$ cat src/rtl/rand_pkg.sv
// ---------------------------------------------------------------------------
// rand_pkg
// Shared definitions for the pseudo-random range generator:
//   - draw_state_t : draw FSM states (IDLE, DRAW)
//   - DEFAULT_SEED : reset seed, truncated to the LFSR width where used
//   - lfsr_taps()  : maximal-length Fibonacci tap mask for a given width
// ---------------------------------------------------------------------------
package rand_pkg;

  typedef enum logic {
    IDLE = 1'b0,
    DRAW = 1'b1
  } draw_state_t;

  localparam logic [31:0] DEFAULT_SEED = 32'h0000_ACE1;

  // Bit i of the mask set means LFSR bit i feeds the XOR feedback.
  //   8 -> 7,5,4,3   16 -> 15,14,12,3   24 -> 23,22,21,16   32 -> 31,21,1,0
  function automatic logic [31:0] lfsr_taps(input int width);
    logic [31:0] mask;
    case (width)
      8:       mask = 32'h0000_00B8;
      24:      mask = 32'h00E1_0000;
      32:      mask = 32'h8020_0003;
      default: mask = 32'h0000_D008;
    endcase
    return mask;
  endfunction

endpackage

$ cat src/rtl/lfsr_core.sv
// ---------------------------------------------------------------------------
// lfsr_core
// Free-running Fibonacci LFSR: shifts left every cycle, feedback into bit 0.
// Priority: reset > load > shift. A zero load value would lock the register
// at zero, so it is replaced by SEED.
// Ports:
//   clk      in   clock (rising edge)
//   reset    in   synchronous active-high reset, loads SEED
//   load     in   load load_val (or SEED when load_val = 0) this cycle
//   load_val in   reseed value
//   state    out  current LFSR contents
// ---------------------------------------------------------------------------
module lfsr_core
  import rand_pkg::*;
#(
  parameter int                LFSR_W = 16,
  parameter logic [LFSR_W-1:0] SEED   = LFSR_W'(DEFAULT_SEED)
) (
  input  logic              clk,
  input  logic              reset,
  input  logic              load,
  input  logic [LFSR_W-1:0] load_val,
  output logic [LFSR_W-1:0] state
);

  localparam logic [LFSR_W-1:0] TAPS = LFSR_W'(lfsr_taps(LFSR_W));

  logic [LFSR_W-1:0] r_lfsr;
  logic [LFSR_W-1:0] w_load_val;
  logic              w_fb;

  assign w_fb       = ^(r_lfsr & TAPS);
  assign w_load_val = (load_val == '0) ? SEED : load_val;

  always_ff @(posedge clk) begin
    if (reset) begin
      r_lfsr <= SEED;
    end else if (load) begin
      r_lfsr <= w_load_val;
    end else begin
      r_lfsr <= {r_lfsr[LFSR_W-2:0], w_fb};
    end
  end

  assign state = r_lfsr;

endmodule

$ cat src/rtl/rand_range_gen.sv
// ---------------------------------------------------------------------------
// rand_range_gen
// Draws values uniformly over 0..max_num by rejection sampling on the low
// OUT_W bits of a free-running LFSR, one candidate per cycle. After MAX_TRIES
// rejections a modulo fallback (nudged off the previous value when
// NO_REPEAT is set) is accepted unconditionally.
// Ports:
//   clk        in   clock (rising edge)
//   reset      in   synchronous active-high reset
//   seed_load  in   reseed the LFSR from seed_in this cycle
//   seed_in    in   reseed value (0 selects SEED)
//   req        in   draw request, rising-edge detected, ignored while busy
//   max_num    in   inclusive upper bound, captured on the accepted edge
//   rand_num   out  last result, held until the next one
//   rand_valid out  one-cycle pulse with each new rand_num
//   busy       out  draw in progress
// ---------------------------------------------------------------------------
module rand_range_gen
  import rand_pkg::*;
#(
  parameter int                LFSR_W    = 16,
  parameter int                OUT_W     = 4,
  parameter logic [LFSR_W-1:0] SEED      = LFSR_W'(DEFAULT_SEED),
  parameter bit                NO_REPEAT = 1'b1,
  parameter int                MAX_TRIES = 8
) (
  input  logic              clk,
  input  logic              reset,
  input  logic              seed_load,
  input  logic [LFSR_W-1:0] seed_in,
  input  logic              req,
  input  logic [OUT_W-1:0]  max_num,
  output logic [OUT_W-1:0]  rand_num,
  output logic              rand_valid,
  output logic              busy
);

  localparam int             TRY_W    = (MAX_TRIES > 1) ? $clog2(MAX_TRIES) : 1;
  localparam logic [TRY_W-1:0] LAST_TRY = TRY_W'(MAX_TRIES - 1);

  draw_state_t        r_state, w_state_next;
  logic [TRY_W-1:0]   r_tries, w_tries_next;
  logic [OUT_W-1:0]   r_max_q, w_max_q_next;
  logic               r_req_prev;
  logic [OUT_W-1:0]   r_rand_num;
  logic               r_rand_valid;
  logic               r_last_valid;

  logic [LFSR_W-1:0]  w_lfsr;
  logic               w_req_edge;
  logic               w_rep_chk;
  logic [OUT_W-1:0]   w_cand;
  logic               w_cand_ok;
  logic [OUT_W:0]     w_range;
  logic [OUT_W:0]     w_mod;
  logic [OUT_W-1:0]   w_fold;
  logic [OUT_W-1:0]   w_fallback;
  logic               w_accept;
  logic [OUT_W-1:0]   w_result;

  lfsr_core #(
    .LFSR_W (LFSR_W),
    .SEED   (SEED)
  ) u_lfsr (
    .clk      (clk),
    .reset    (reset),
    .load     (seed_load),
    .load_val (seed_in),
    .state    (w_lfsr)
  );

  // Only the low OUT_W bits are drawn; the rest only sequence the register.
  generate
    if (LFSR_W > OUT_W) begin : g_lfsr_hi
      logic w_unused_lfsr_hi;
      assign w_unused_lfsr_hi = ^w_lfsr[LFSR_W-1:OUT_W];
    end
  endgenerate

  assign w_req_edge = req & ~r_req_prev;
  assign w_cand     = w_lfsr[OUT_W-1:0];

  // r_rand_num always holds the last accepted result, so it doubles as the
  // "last" value for the no-repeat rule. A bound of 0 has only one legal
  // answer and is therefore exempt.
  assign w_rep_chk  = NO_REPEAT & r_last_valid & (r_max_q != '0);
  assign w_cand_ok  = (w_cand <= r_max_q) & ~(w_rep_chk & (w_cand == r_rand_num));

  // Range is computed one bit wider so an all-ones bound does not wrap.
  assign w_range    = {1'b0, r_max_q} + (OUT_W+1)'(1);
  assign w_mod      = {1'b0, w_cand} % w_range;
  assign w_fold     = OUT_W'(w_mod);
  assign w_fallback = (w_rep_chk && (w_fold == r_rand_num))
                      ? ((w_fold == r_max_q) ? '0 : w_fold + OUT_W'(1))
                      : w_fold;

  always_comb begin
    w_state_next = r_state;
    w_tries_next = r_tries;
    w_max_q_next = r_max_q;
    w_accept     = 1'b0;
    w_result     = w_cand;
    case (r_state)
      IDLE: begin
        if (w_req_edge) begin
          w_state_next = DRAW;
          w_tries_next = '0;
          w_max_q_next = max_num;
        end
      end
      DRAW: begin
        if (w_cand_ok) begin
          w_accept     = 1'b1;
          w_state_next = IDLE;
        end else if (r_tries == LAST_TRY) begin
          w_accept     = 1'b1;
          w_result     = w_fallback;
          w_state_next = IDLE;
        end else begin
          w_tries_next = r_tries + TRY_W'(1);
        end
      end
      default: w_state_next = IDLE;
    endcase
  end

  always_ff @(posedge clk) begin
    if (reset) begin
      r_state <= IDLE;
      r_tries <= '0;
      r_max_q <= '0;
    end else begin
      r_state <= w_state_next;
      r_tries <= w_tries_next;
      r_max_q <= w_max_q_next;
    end
  end

  always_ff @(posedge clk) begin
    if (reset) begin
      r_req_prev   <= 1'b0;
      r_rand_num   <= '0;
      r_rand_valid <= 1'b0;
      r_last_valid <= 1'b0;
    end else begin
      r_req_prev   <= req;
      r_rand_valid <= w_accept;
      if (w_accept) begin
        r_rand_num   <= w_result;
        r_last_valid <= 1'b1;
      end
    end
  end

  assign rand_num   = r_rand_num;
  assign rand_valid = r_rand_valid;
  assign busy       = (r_state == DRAW);

endmodule

$ cat config.mk
export PLATFORM = sky130hd
export DESIGN_NAME = rand_range_gen
export DESIGN_NICKNAME = d
export VERILOG_FILES = /design/src/rtl/rand_pkg.sv /design/src/rtl/lfsr_core.sv /design/src/rtl/rand_range_gen.sv
export SDC_FILE = /design/constraint.sdc
export NUM_CORES = 1
export LEC_CHECK = 0
export CORE_MARGIN = 2
export CORE_UTILIZATION = 40
export CTS_CLUSTER_DIAMETER = 30
export CTS_CLUSTER_SIZE = 20
export DETAILED_ROUTE_END_ITERATION = 16
export GPL_ROUTABILITY_DRIVEN = 0
export PLACE_DENSITY = 0.65
export SYNTH_ARGS = -nofsm -noshare
export SYNTH_HDL_FRONTEND = slang
export SYNTH_SLANG_ARGS = --single-unit
$ cat constraint.sdc
create_clock -name clk -period 7.1 [get_ports clk]
set_clock_uncertainty 0.1 [all_clocks]
set_input_delay 0.71 -clock clk [delete_from_list [all_inputs] [get_ports clk]]
set_output_delay 0.71 -clock clk [all_outputs]
set_load 0.01 [all_outputs]
# Yosys cells after proc, flatten, opt, wreduce, memory -nomap -nowiden
# Index checks and enable logic that the tools add are counted.
[totals] register_bits=31 latchBits=0 ram_bits=0 mem_bits_ro=0 inputBits=24 output_inout_bits=6 elab_cells=51 mem_count=0
[classes] add_sub_neg=3 n_mul=0 div=1 order_cmp=1 n_eq_ne=7 shift=0 n_mux=18 n_bitwise=7 reduce_logical=6
[op_table] op="16-bit 2-to-1 mux" n=2
[op_table] op="4-bit 2-to-1 mux" n=5
[op_table] op="16-bit logical NOT" n=1
[op_table] op="16-bit parity" n=1
[op_table] op="4-bit equality test" n=3
[op_table] op="3-bit 2-to-1 mux" n=3
[op_table] op="1-bit 2-to-1 mux" n=6
[op_table] op="2-bit != test (second input constant)" n=3
[op_table] op="3-bit case mux with 2 select lines" n=1
[op_table] op="4-bit by 1-bit adder with 5-bit output (second input constant)" n=1
[op_table] op="4-bit by 5-bit remainder unit with 5-bit output" n=1
[op_table] op="4-bit by 1-bit adder with 4-bit output (second input constant)" n=1
[op_table] op="1-bit bitwise AND" n=4
[op_table] op="4-bit <= comparator" n=1
[op_table] op="4-bit nonzero test" n=1
[op_table] op="3-bit by 1-bit adder with 3-bit output (second input constant)" n=1
[op_table] op="3-bit equality test (second input constant)" n=1
[op_table] op="1-bit inverter" n=3
[op_table] op="3-bit AND reduction" n=1
[op_table] op="1-bit case mux with 2 select lines" n=1
[op_table] op="2-bit AND reduction" n=1
[op_table] op="1-bit logical AND" n=1

# Longest topological paths before layout
[logic_depth] depth_word=8 depth_mapped=36 ltp_nobuf=35

# Modules after synthesis
# Synthesis repeated with hierarchy kept, for this count alone.
[hier_totals] cells_unflattened=330 area_unflattened_um2=2861.5
[modules_own_cells] module="rand_range_gen" n_inst=1 cells_per_inst=277 area_per_inst_um2=2250.9 seq_area_each_um2=300.3
[modules_own_cells] module="lfsr_core" n_inst=1 cells_per_inst=53 area_per_inst_um2=610.6 seq_area_each_um2=320.3

# Least setup slack after synthesis
# No wires, ideal clock.
[synth_path] kind="reg-to-reg" from="register r_max_q[0]" to="register r_rand_num[2] (netlist: rand_num[2])" setup_time_ns=0.074 t_arrival_ns=7.079 required_time_ns=6.926 setup_slack_ns=-0.153 stages_incl_launch_ff=34 n_path_buf=1 cell_sequence="dfxtp_1 > ha_1 > and4b_1 > or2_2 > a31oi_1 > nor4bb_1 > ha_1 > o21a_1 > or3b_2 > a21oi_1 > ha_1 > o21a_1 > o2bb2ai_1 > a2bb2oi_1 > a22o_1 > inv_1 > ha_1 > and4b_1 > or2_1 > o21ai_2 > nor2_1 > a21oi_1 > inv_1 > ha_1 > or2_2 > o211ai_1 > a21o_1 > clkbuf_1 > nand2_1 > o211ai_1 > xnor2_1 > a32oi_1 > or4b_1 > o21ai_0"
[synth_between] elab_chain_cells=8
[synth_rtl] element="from (decl)" line="rand_range_gen.sv:43" source="logic [OUT_W-1:0] r_max_q, w_max_q_next;"
[synth_rtl] element="from (signal assigned)" line="rand_range_gen.sv:135" source="r_max_q <= w_max_q_next;"
[synth_rtl] element="4-bit by 1-bit adder with 5-bit output" line="rand_range_gen.sv:90" source="assign w_range = {1'b0, r_max_q} + (OUT_W+1)'(1);"
[synth_rtl] element="4-bit by 5-bit remainder unit with 5-bit output" line="rand_range_gen.sv:91" source="assign w_mod = {1'b0, w_cand} % w_range;"
[synth_rtl] element="4-bit by 1-bit adder with 4-bit output, or another cell as far along" line="rand_range_gen.sv:94" source="? ((w_fold == r_max_q) ? '0 : w_fold + OUT_W'(1))"
[synth_rtl] element="4-bit 2-to-1 mux / 1-bit logical AND (equally long branches)" line="rand_range_gen.sv:94, rand_range_gen.sv:93"
[synth_rtl] element="4-bit 2-to-1 mux" line="rand_range_gen.sv:94"
[synth_rtl] element="4-bit 2-to-1 mux" line="rand_range_gen.sv:115" source="end else if (r_tries == LAST_TRY) begin"
[synth_rtl] element="4-bit 2-to-1 mux" line="rand_range_gen.sv:112" source="if (w_cand_ok) begin"
[synth_rtl] element="4-bit 2-to-1 mux" line="rand_range_gen.sv:103" source="case (r_state)"
[synth_rtl] element="to (signal assigned)" line="rand_range_gen.sv:149" source="r_rand_num <= w_result;"
[synth_rtl] element="to (decl)" line="rand_range_gen.sv:45" source="logic [OUT_W-1:0] r_rand_num;"
# Several ways; a longest one is shown, not always the timed one.
# A chain may end at the register's enable or synchronous reset.

# Worst setup path after layout
# Same ends and word-level chain as after synthesis.

==> run metrics <==
Worst EP arrival=6.95 ns; Hold Path Class=reg2reg; syn_area_per_cell=8.19 sq um; Iteration-0 DRC Markers=105; Routed Antenna Nets=0; Min Hold Slack=0.367 ns; flops & latches, synth=31; total track usage=0.186; fraction of the mapped netlist area in adder cells=0.133; Tmin final=6.85 ns; routed len/inst=15.3 microns; outcome=complete, no violations; post-synth cell types=64; Layout fillers=579; CP Class=reg2reg; Nets=424; Top-Level Pins=30; worst skew pair latency=0.29 ns; Post-Place Setup Slack=-0.0911 ns; Slew HR=0.320; mux cell area share after synthesis=0.0507; final wirelength=6900 microns; Die Wd=84.4 microns; Startpoint Class=flip-flop; Crit path top cell by count=ha_4; port bufs=29; Final Hold Vio Count=0; clk slew on worst S/H paths=0.07 ns; CTS sink cnt=31; Critical Path RT=7.20 ns; Pleak=0.00144 uW; worst slew pin tran=1.02 ns; Remaining Overflow, GRT=0; post-layout util=0.558; most frequent cells in the layout=buf_4, nor2_1, clkdlybuf4s50_1; Tot Pwr=1220 uW; max incr delay on CP=0.46 ns; largest net degree at the start of global routing=33; Initial Util=0.410; vias per cell=5.57; crit-path max FO=5; Slew Limit Fails=0; CP endpoint kind=flip-flop; largest family of logic cells by synthesized area=simple AND/OR/NAND/NOR gates; Cells after Synth=316; layout cells sized above 1=0.238; clk root buf=clkbuf_8; YS warnings=0; Hold-fix buffers, CTS=0; Num CTS Buffers=5; area grow syn2layout=36.0%; XOR/XNOR Fraction of Synth Area=0.0841; via count=2512; Placed Cells=426; max-cap violations=0; vias in the first global route=2370; Syn Std Cell Area=2590 sq um; Final setup viols=0; DIE AREA=7130 sq um; Synth Net Count=367; htree depth=2; DR pass1 iterations=4; EDFF count, synth=0; DP HPWL=4880 microns; Placeable Area=6310 sq um; row count=29; Final Cycle Share=0.965; # diodes=0; initial antenna violation count=0; Max Clock Freq=146 MHz; final non-filler cell total=451; clk buf depth=2; Power per Cell Area=347 nW/um^2; compound-cell area share of the yosys netlist=0.221; CTS tree=done; most common cell after layout, fill and taps aside=buf_4; Slowest cell on crit path=or4b_1; register area share after synthesis=0.240; drt drc=0; worst vdd rail ir drop=405 uV; DIE HEIGHT=84.4 microns; main flop type after synthesis=dfxtp_1; global-route wire length before repair=10800 microns; share of flip-flops with an asynchronous set or reset=0; simple-gate share of the synthesized area=0.223; final setup margin=0.245 ns
-- registers in the layout (all words and copies together), names as in the netlist --
signal and count:
busy 1, r_last_valid 1, r_max_q 4, r_req_prev 1
r_tries 3, rand_num 4, rand_valid 1, u_lfsr.state 16
-- routing by layer --
metal | wire (microns) | vias up | track usage
li1 | - | 1269 | -
met1 | 3100 | 1160 | 0.238
met4 | 144 | 0 | 0.0433
met3 | 354 | 16 | 0.0501
met5 | 0 | - | 0
met2 | 3300 | 67 | 0.315
-- kinds of logic (layout without fill, tap and decap cells) --
logic type,count (synthesis),in the layout
flip-flops,31,31
buffers and inverters,33,91
multiplexers,13,13
XOR/XNOR,24,24
adder cells (fa/ha/maj),27,27
AO/OA/AOI/OAI,83,83
AND/OR/NAND/NOR,105,105
-- what timing repair did --
action                     4_1_cts  5_1_grt
buffers inserted                 3       14
setup endpoints to repair        3        4
resized for setup                9       37
pin swaps                        5       19
cloned                           0        0
-- metrics by stage --
stage	TNS, ns	area, sq um
after floorplan	0	2590
after global placement	0	3060
after detailed placement	-0.217	3060
after CTS	0	3210
after global routing	-0.240	3520
final	0	3520
-- cells in the mapped netlist, drive strengths merged, types with 5 or more instances --
master,count,area [sq um]
xnor2,16,148
a31oi,5,31.3
nand2,9,33.8
clkbuf,12,45.0
mux2i,12,120
ha,26,325
nor2b,9,56.3
inv,20,75.1
a21oi,20,108
o21ai,12,63.8
nand3,8,40.0
nor4,7,43.8
nand2b,12,75.1
o22ai,9,56.3
o21a,6,45.0
or2,5,31.3
nor2,32,120
xor2,8,70.1
dfxtp,31,621
-- power breakdown --
| group | leakage (uW) | switching, uW | internal, uW |
|---|---|---|---|
| clock | 0.0000412 | 66.3 | 68.4 |
| sequential | 0.000257 | 11.1 | 186 |
| combinational | 0.00114 | 433 | 458 |
-- path summary, 6_finish.rpt --
check                                      from                to  slack [ns]  cells past startpoint
worst min register to register  u_lfsr.state[9]  u_lfsr.state[10]        0.37                      2
worst max-delay path                 r_max_q[0]       rand_num[2]        0.25                     33
worst min-delay path            u_lfsr.state[9]  u_lfsr.state[10]        0.37                      2
worst max register to register       r_max_q[0]       rand_num[2]        0.25                     33
-- critical path, delay by kind of cell (launching register included) --
family | cells | cell delay, ns
flip-flops | 1 | 0.37
XOR/XNOR | 1 | 0.10
AND/OR/NAND/NOR | 10 | 2.53
buffers and inverters | 3 | 0.29
multiplexers | 1 | 0.25
AO/OA/AOI/OAI | 13 | 2.00
adder cells (fa/ha/maj) | 5 | 1.10
-- layout make-up --
| type | instances | area, sq um | share of cell area |
|---|---|---|---|
| Timing Repair Buffer | 63 | 553 | 0.157 |
| Clock buffer | 6 | 72.6 | 0.0206 |
| Multi-Input combinational cell | 252 | 2080 | 0.592 |
| Inverter | 20 | 75.1 | 0.0213 |
| Sequential cell | 31 | 627 | 0.178 |
| Clock inverter | 2 | 12.5 | 0.00355 |
| Tap cell | 77 | 96.3 | 0.0274 |
Note: power is estimated with default switching activity, not from simulation.
